`src/rtl/mem_arbiter_if.sv`:
```
`default_nettype none
// ============================================================================
// Module      : mem_arbiter_if
// Description : Bundle of request/response and memory-side signals between
//               the fetch/data requesters, the arbiter and the memory.
// Revision    : 1.0 - initial release
// ============================================================================
interface mem_arbiter_if #(
    parameter int ADDR_WIDTH = 16
);
    // instruction-fetch requester
    logic                  i_req;
    logic [ADDR_WIDTH-1:0] i_addr;
    logic                  i_ready;
    // data requester
    logic                  d_req;
    logic                  d_wr;
    logic [ADDR_WIDTH-1:0] d_addr;
    logic [15:0]           d_wdata;
    logic                  d_ready;
    // shared response / status
    logic [15:0]           rdata;
    logic                  busy;
    // memory side
    logic                  mem_enable;
    logic                  mem_wr;
    logic [ADDR_WIDTH-1:0] mem_addr;
    logic [15:0]           mem_wdata;
    logic [15:0]           mem_rdata;

    // arbiter view
    modport slave (
        input  i_req, i_addr, d_req, d_wr, d_addr, d_wdata, mem_rdata,
        output i_ready, d_ready, rdata, busy,
               mem_enable, mem_wr, mem_addr, mem_wdata
    );

    // requesters + memory view
    modport master (
        output i_req, i_addr, d_req, d_wr, d_addr, d_wdata, mem_rdata,
        input  i_ready, d_ready, rdata, busy,
               mem_enable, mem_wr, mem_addr, mem_wdata
    );
endinterface
`default_nettype wire

```
`src/rtl/mem_arbiter.sv`:
```
`default_nettype none
// ============================================================================
// Module      : mem_arbiter
// Description : Round-robin arbiter between instruction fetch and data access
//               for a single-port 16-bit memory, with programmable access
//               latency, a single enable cycle per access and a registered
//               one-cycle ready pulse carrying the read data.
// Revision    : 1.0 - initial release
// ============================================================================
module mem_arbiter #(
    parameter int ADDR_WIDTH = 16,  // must match the interface instance
    parameter int LATENCY    = 4    // busy cycles per access, >= 1
) (
    input  wire logic       clk,
    input  wire logic       rst,
    mem_arbiter_if.slave    bus
);

    // Counter just wide enough to hold LATENCY-1 (at least one bit).
    localparam int                CNT_W      = (LATENCY > 1) ? $clog2(LATENCY) : 1;
    localparam logic [CNT_W-1:0]  C_CNT_LOAD = CNT_W'(LATENCY - 1);

    localparam logic [1:0] C_IDLE   = 2'd0;
    localparam logic [1:0] C_BUSY_I = 2'd1;
    localparam logic [1:0] C_BUSY_D = 2'd2;

    logic [1:0]            r_state;
    logic [CNT_W-1:0]      r_cnt;
    logic                  r_last_d;   // 1 = data side was granted last
    logic                  r_wr;
    logic [ADDR_WIDTH-1:0] r_addr;
    logic [15:0]           r_wdata;
    logic [15:0]           r_rdata;
    logic                  r_i_ready;
    logic                  r_d_ready;

    logic                  w_busy;
    logic                  w_last_cycle;
    logic                  w_grant_d;
    logic                  w_grant_i;

    // Grant decode: data wins when alone, or on contention when instruction
    // side was served last. Only consulted while idle.
    always_comb begin
        w_busy       = (r_state != C_IDLE);
        w_last_cycle = w_busy && (r_cnt == '0);
        w_grant_d    = bus.d_req && (!bus.i_req || !r_last_d);
        w_grant_i    = bus.i_req && !w_grant_d;
    end

    // Access sequencer: grant, count down the latency, complete.
    always_ff @(posedge clk) begin
        if (rst) begin
            r_state   <= C_IDLE;
            r_cnt     <= '0;
            r_last_d  <= 1'b0;
            r_wr      <= 1'b0;
            r_addr    <= '0;
            r_wdata   <= '0;
            r_rdata   <= '0;
            r_i_ready <= 1'b0;
            r_d_ready <= 1'b0;
        end else begin
            // ready flops pulse for exactly one cycle
            r_i_ready <= 1'b0;
            r_d_ready <= 1'b0;
            case (r_state)
                C_IDLE: begin
                    if (w_grant_d) begin
                        r_addr  <= bus.d_addr;
                        r_wr    <= bus.d_wr;
                        r_wdata <= bus.d_wdata;
                        r_cnt   <= C_CNT_LOAD;
                        r_state <= C_BUSY_D;
                    end else if (w_grant_i) begin
                        // write data keeps its previous value on fetches
                        r_addr  <= bus.i_addr;
                        r_wr    <= 1'b0;
                        r_cnt   <= C_CNT_LOAD;
                        r_state <= C_BUSY_I;
                    end
                end
                C_BUSY_I, C_BUSY_D: begin
                    if (r_cnt != '0) begin
                        r_cnt <= r_cnt - CNT_W'(1);
                    end else begin
                        // memory read data is only meaningful for reads
                        r_rdata   <= r_wr ? 16'h0000 : bus.mem_rdata;
                        r_i_ready <= (r_state == C_BUSY_I);
                        r_d_ready <= (r_state == C_BUSY_D);
                        r_last_d  <= (r_state == C_BUSY_D);
                        r_state   <= C_IDLE;
                    end
                end
                default: begin
                    r_state <= C_IDLE;
                end
            endcase
        end
    end

    // Memory strobes come from registered state only; reset kills them at
    // once so an access aborted on its final cycle never writes.
    always_comb begin
        bus.mem_enable = w_last_cycle && !rst;
        bus.mem_wr     = w_last_cycle && !rst && r_wr;
    end

    assign bus.mem_addr  = r_addr;
    assign bus.mem_wdata = r_wdata;
    assign bus.rdata     = r_rdata;
    assign bus.i_ready   = r_i_ready;
    assign bus.d_ready   = r_d_ready;
    assign bus.busy      = w_busy;

endmodule
`default_nettype wire

```
`src/flat_wrapper.sv`:
```
// flat-port wrapper written by rule: the top's interface ports become plain ports
module mem_arbiter_flat 
#(
    parameter int ADDR_WIDTH = 16,                                      
    parameter int LATENCY    = 4                                   
)
  (clk, rst, bus_i_req, bus_i_addr, bus_d_req, bus_d_wr, bus_d_addr, bus_d_wdata, bus_mem_rdata, bus_i_ready, bus_d_ready, bus_rdata, bus_busy, bus_mem_enable, bus_mem_wr, bus_mem_addr, bus_mem_wdata);
  mem_arbiter_if #(.ADDR_WIDTH(ADDR_WIDTH)) bus_i ();
  input  wire logic clk;
  input  wire logic rst;
  input wire logic [$bits(bus_i.i_req)-1:0] bus_i_req;
  input wire logic [$bits(bus_i.i_addr)-1:0] bus_i_addr;
  input wire logic [$bits(bus_i.d_req)-1:0] bus_d_req;
  input wire logic [$bits(bus_i.d_wr)-1:0] bus_d_wr;
  input wire logic [$bits(bus_i.d_addr)-1:0] bus_d_addr;
  input wire logic [$bits(bus_i.d_wdata)-1:0] bus_d_wdata;
  input wire logic [$bits(bus_i.mem_rdata)-1:0] bus_mem_rdata;
  output wire logic [$bits(bus_i.i_ready)-1:0] bus_i_ready;
  output wire logic [$bits(bus_i.d_ready)-1:0] bus_d_ready;
  output wire logic [$bits(bus_i.rdata)-1:0] bus_rdata;
  output wire logic [$bits(bus_i.busy)-1:0] bus_busy;
  output wire logic [$bits(bus_i.mem_enable)-1:0] bus_mem_enable;
  output wire logic [$bits(bus_i.mem_wr)-1:0] bus_mem_wr;
  output wire logic [$bits(bus_i.mem_addr)-1:0] bus_mem_addr;
  output wire logic [$bits(bus_i.mem_wdata)-1:0] bus_mem_wdata;
  assign bus_i.i_req = bus_i_req;
  assign bus_i.i_addr = bus_i_addr;
  assign bus_i.d_req = bus_d_req;
  assign bus_i.d_wr = bus_d_wr;
  assign bus_i.d_addr = bus_d_addr;
  assign bus_i.d_wdata = bus_d_wdata;
  assign bus_i.mem_rdata = bus_mem_rdata;
  assign bus_i_ready = bus_i.i_ready;
  assign bus_d_ready = bus_i.d_ready;
  assign bus_rdata = bus_i.rdata;
  assign bus_busy = bus_i.busy;
  assign bus_mem_enable = bus_i.mem_enable;
  assign bus_mem_wr = bus_i.mem_wr;
  assign bus_mem_addr = bus_i.mem_addr;
  assign bus_mem_wdata = bus_i.mem_wdata;
  mem_arbiter #(.ADDR_WIDTH(ADDR_WIDTH), .LATENCY(LATENCY)) u_core (.clk(clk), .rst(rst), .bus(bus_i));
endmodule
```
`config.mk`:
```
export PLATFORM = sky130hd
export DESIGN_NAME = mem_arbiter_flat
export DESIGN_NICKNAME = d
export VERILOG_FILES = /design/src/rtl/mem_arbiter_if.sv /design/src/rtl/mem_arbiter.sv /design/src/flat_wrapper.sv
export SDC_FILE = /design/constraint.sdc
export NUM_CORES = 1
export LEC_CHECK = 0
export ABC_AREA = 1
export BUFFER_PORTS_ARGS = -buffer_cell sky130_fd_sc_hd__buf_2
export CELL_PAD_IN_SITES_DETAIL_PLACEMENT = 1
export CELL_PAD_IN_SITES_GLOBAL_PLACEMENT = 1
export CORE_ASPECT_RATIO = 0.75
export CORE_MARGIN = 2
export CORE_UTILIZATION = 32
export DETAILED_ROUTE_END_ITERATION = 10
export MAX_ROUTING_LAYER = met4
export PLACE_DENSITY_LB_ADDON = 0.25
export SLEW_MARGIN = 20
export SYNTH_ARGS = -nofsm -noshare
export SYNTH_HDL_FRONTEND = slang
export SYNTH_SLANG_ARGS = --single-unit
export TNS_END_PERCENT = 10
```
`constraint.sdc`:
```
create_clock -name clk -period 2.5 [get_ports clk]
set_clock_uncertainty 0.1 [all_clocks]
set_input_delay 0.375 -clock clk [delete_from_list [all_inputs] [get_ports clk]]
set_output_delay 0.375 -clock clk [all_outputs]
set_load 0.01 [all_outputs]
```
## Yosys cells after proc, flatten, opt, wreduce, memory -nomap -nowiden

Index checks and enable logic that the tools add are counted.

- Equal/unequal tests: 5
- Divide/modulo/power cells: 0
- Multiplexer cells: 13
- Shift operators: 0
- Add/sub/neg operators: 1
- Magnitude comparators: 0
- Multiply operators: 0
- Bitwise logic cells: 2
- Reductions and logical operators: 23

Operator list:

| operator | number |
|---|---|
| 16-bit two-way mux | 3 |
| 2-bit two-way mux | 6 |
| 2-bit one-hot mux with 2 select lines | 2 |
| 2-bit AND reduction | 4 |
| 2-bit nonzero test | 4 |
| 1-bit logical AND | 5 |
| 1-bit zero test | 4 |
| 2-bit zero test | 2 |
| 3-bit by 1-bit inequality test with 1-bit output (second input constant) | 1 |
| 3-bit AND reduction | 1 |
| 3-bit OR reduction | 1 |
| 2-bit by 1-bit == test with 1-bit output (second input constant) | 1 |
| 2-bit == test (second input constant) | 1 |
| 1-bit two-way mux | 2 |
| 2-bit by 1-bit inequality test with 1-bit output (second input constant) | 1 |
| 2-bit inequality test (second input constant) | 1 |
| 1-bit NOT | 2 |
| 2-bit OR reduction | 1 |
| 2-bit by 1-bit subtractor with 2-bit output (second input constant) | 1 |
| 1-bit logical OR | 1 |

- Word-level logic and storage cells: 53
- Input port bits: 69
- Output and inout bits: 53
- Memory bits (read-only): 0
- Latch bits: 0
- Register bits after elaboration: 56
- RAM bits: 0
- Memories: 0

## Longest topological paths before layout

- Depth in word-level cells: 8
- Depth in mapped cells: 9
- Gate-level depth less buffers: 9

## Worst setup path before layout

OpenSTA, ideal clock, no wires.

- Path kind: reg2out
- Start point: register u_core.r_wr
- End point: output port bus_mem_wr
- Cell stages (with the launch flop): 4
- Data required time: 2,025 ps
- Path slack: 916 ps
- Path buffers: 1
- Arrival: 1,109 ps
- Cells stage by stage: dfxtp_1 > clkinv_1 > clkbuf_1 > nor4_1

- Word-level cells in the longest chain between the ends: 1

Ends and longest elaborated chain:

| element | RTL line | text |
|---|---|---|
| start, declared | mem_arbiter.sv:30 | `logic r_wr;` |
| start signal, assigned | mem_arbiter.sv:71 | `r_wr <= bus.d_wr;` |
| 1-bit logical AND | mem_arbiter.sv:106 | `bus.mem_wr = w_last_cycle && !rst && r_wr;` |
| end, declared | flat_wrapper.sv:23 | `output wire logic [$bits(bus_i.mem_wr)-1:0] bus_mem_wr;` |

Every way passes these cells.

## Worst setup path after layout

- Start point: register u_core.r_state[0]
- End point: output port bus_mem_wr

- Word-level cells in the longest chain between the ends: 4

Ends and longest elaborated chain:

| element | RTL line | text |
|---|---|---|
| start, declared | mem_arbiter.sv:27 | `logic [1:0] r_state;` |
| start signal, assigned | mem_arbiter.sv:54 | `r_state <= C_IDLE;` |
| start signal, assigned | mem_arbiter.sv:74 | `r_state <= C_BUSY_D;` |
| start signal, assigned | mem_arbiter.sv:80 | `r_state <= C_BUSY_I;` |
| 2-bit nonzero test | mem_arbiter.sv:45 | `w_busy = (r_state != C_IDLE);` |
| 1-bit logical AND | mem_arbiter.sv:46 | `w_last_cycle = w_busy && (r_cnt == '0);` |
| 1-bit logical AND (2 in series) | mem_arbiter.sv:106 |  |

Every way passes these cells.

==> metrics.md <==
| Metric | Value |
|---|---|
| Post-Syn Area | 0.002296 mm² |
| CTS clk-pin slew, worst paths | ~0.090 ns |
| Tightest Pin Transition | approximately 0.65 ns |
| CP endpoint kind | primary output |
| Die ar. | about 0.0079 mm² |
| Dominant synthesized flop cell | dfxtp_1 |
| Final Cycle Share | between 70% and 80% |
| WL per Instance | roughly 13 µm |
| Syn-to-layout area delta | 33.41% |
| Die Width | 101.8 µm |
| Crit-path max cell delay | 0.37 ns |
| Diode count | 0 |
| Synth Area in Compound Gates | between 10% and 20% |
| Clk_lat worst skew | just under 0.3 ns |
| Leakage Power | about 1.6 nW |
| H-tree depth | 2 |
| Synth top area share | 48.83% |
| Crit Path Max Fanout | 6 |
| Initial Util | about 33% |
| Via density per instance | 4.529 |
| CTS tree | built |
| Root buf cell | clkbuf_8 |
| Vias in the first global route | ~2500 |
| Total GRT Usage | 18.17% |
| Crit path required time | a little over 2 ns |
| Synthesized net count | 391 |
| Post-Synth Simple-Gate Area | approximately a quarter |
| Largest family of logic cells by synthesized area | simple AND/OR/NAND/NOR gates |
| Die Ht | 77.36 µm |
| Overflow after GRT | 0 |
| Core Footprint | roughly 0.0069 mm² |
| Post-synthesis adder-cell area fraction | under 10% |
| Final hold violation count | 0 |
| Sequential cell area fraction in the yosys report | about half |
| TritonRoute pass-1 iters | 4 |
| Max_cap viols | 0 |
| Distinct cells, synth | 21 |
| XOR/XNOR share of the synthesized area | 0% |
| Slowest CP cell | dfxtp_1 |
| Slew margin rel. | 56.84% |
| Status | completed |
| CP Launch Type | flip-flop |
| First-pass GRT wire length | 11340 µm |
| Hold_buf cts | 0 |
| Final wirelength | 6790 µm |
| Final Critical Period | between 1.5 and 2 ns |
| DRC | 0 |
| Routed via count | 2414 |
| Largest net degree at the start of global routing | 35 |
| WS Path Type | flip-flop to primary output |
| Top post-synthesis cells by count | nand2_1, dfxtp_1, nor2_1 |
| HPWL Detailed | slightly above 5000 µm |
| CTS Sinks | 56 |
| Register bit total from synthesis | 56 |
| Syn. warnings | 0 |
| RSZ-0062 raised after global routing | no |
| Min-Delay Path Class | primary input to flip-flop |
| Num CTS Buffers | 5 |
| Post-route ant nets | 0 |
| Average cell area after synthesis | between 7 and 8 µm² |
| Mux contribution to synthesized area | 0% |
| GPL Wtd Cong | roughly 0.77 |
| Number of buffers added on ports | ~120 |
| Fmax | roughly 510 MHz |
| VDD IR max | 270.2 µV |
| Cells after Synth | 318 |
| 1st-iter DRT viols | 75 |
| I/O pin count | ~120 |
| Top-count cell post-synth | nand2_1 |
| Final Power | 0.002119 W |
| Number of post-CTS setup repair buffers | 0 |
| Max-slew violations | 0 |
| Max clock buf depth | 2 |
| Cell Chain, Critical Path | inv_1 -> ha_1 -> nor4_1 -> buf_2 |
| Finished Cell Area | about 0.003 mm² |
| Initial antenna violation count | 0 |
| Fin Setup TNS | 0 ns |
| Critical path's top delay family | flip-flops |
| Share of layout cells above drive strength 1 | a little under a third |
| Area leader, netlist | dfxtp_1 |
| Nets | 507 |
| Num rows | 26 |
| Post-layout util | between 40 and 50% |
| Synth area leaders | dfxtp_1, nand2_1, o21ai_0 |
| Power Dens Cells | 691.8 mW/mm² |
| Number of flops mapped to enable cells by yosys | 0 |
| Final setup vio count | 0 |
| Placed cell areas | approximately 0.0030 mm² |
| Asr flop ratio synth | 0% |
| WP data arrival | roughly 1.5 ns |
| Resized Gates After CTS | 0 |
| Worst path bufs/invs | 2 |
-- state kept, by name (all words and copies together), names as in the netlist --
| name | cells |
|---|---|
| u_core.bus.i_ready | 1 |
| u_core.r_cnt | 2 |
| u_core.bus.rdata | 16 |
| u_core.bus.mem_wdata | 16 |
| u_core.r_state | 2 |
| u_core.bus.mem_addr | 16 |
| u_core.r_wr | 1 |
| u_core.r_last_d | 1 |
| u_core.bus.d_ready | 1 |
-- cell usage in the layout (no fill, tap or decap), drive strengths merged --
cell type  count
inv           28
ha             4
dfxtp         56
clkbuf         8
o21ai         38
nor2          41
nand2         79
nor3           1
nor4           1
buf          125
nand3         21
a21oi         32
clkinv         1
-- cell families after synthesis --
group,count (synthesis)
AND/OR/NAND/NOR,143
adder cells (fa/ha/maj),4
AO/OA/AOI/OAI,70
flip-flops,56
buffers and inverters,45
-- per-stage QoR --
step                      instances  hold WS (ns)  setup WS (ns)
after floorplan                 318        0.3302         0.9157
after global placement          525        0.3446         0.6254
after detailed placement        525        0.3494         0.5675
after CTS                       533        0.1889         0.5125
after global routing            533        0.2017         0.3468
final                           533        0.2031         0.5374
-- report_power, final --
group	switching (W)	internal, W	total [W]
Clock	0.000272	0.000227	0.000499
Combinational	0.000352	0.000217	0.000569
Sequential	0.0000503	0.00100	0.00105
-- path summary, 6_finish.rpt --
kind / from / end / slack [ns] / cells past startpoint
worst max-delay path: u_core.r_state[0] / bus_mem_wr / 0.54 / 4
worst min-delay path: bus_d_wdata[14] / u_core.bus.mem_wdata[14] / 0.20 / 3
worst min register to register: u_core.r_cnt[1] / u_core.r_cnt[1] / 0.36 / 2
worst max register to register: u_core.r_state[0] / u_core.bus.mem_addr[11] / 0.61 / 6
-- tightest hold or removal path, stage by stage --
cell and delay (ns):
buf_2 0.07, nor2_1 0.03, nor2_1 0.08
-- metal layers --
layer	part of all wire [%]	GRT usage, %	wire length (µm)	vias up
met5	0	-	0	-
li1	-	-	-	1242
met3	8.3	6.306	566	2
met1	46	22.60	3100	1095
met2	46	29.34	3102	75
met4	0.31	2.533	21	0
-- cell type report --
| class | instances | area (µm²) |
|---|---|---|
| clock buffers | 8 | 90.09 |
| fillers | 942 | 3801 |
| inverters | 29 | 108.9 |
| multi-input cells | 217 | 984.7 |
| flip-flops and latches | 56 | 1121 |
| well taps | 98 | 122.6 |
| repair buffers | 125 | 635.6 |
(Power assumes the default switching activity.)
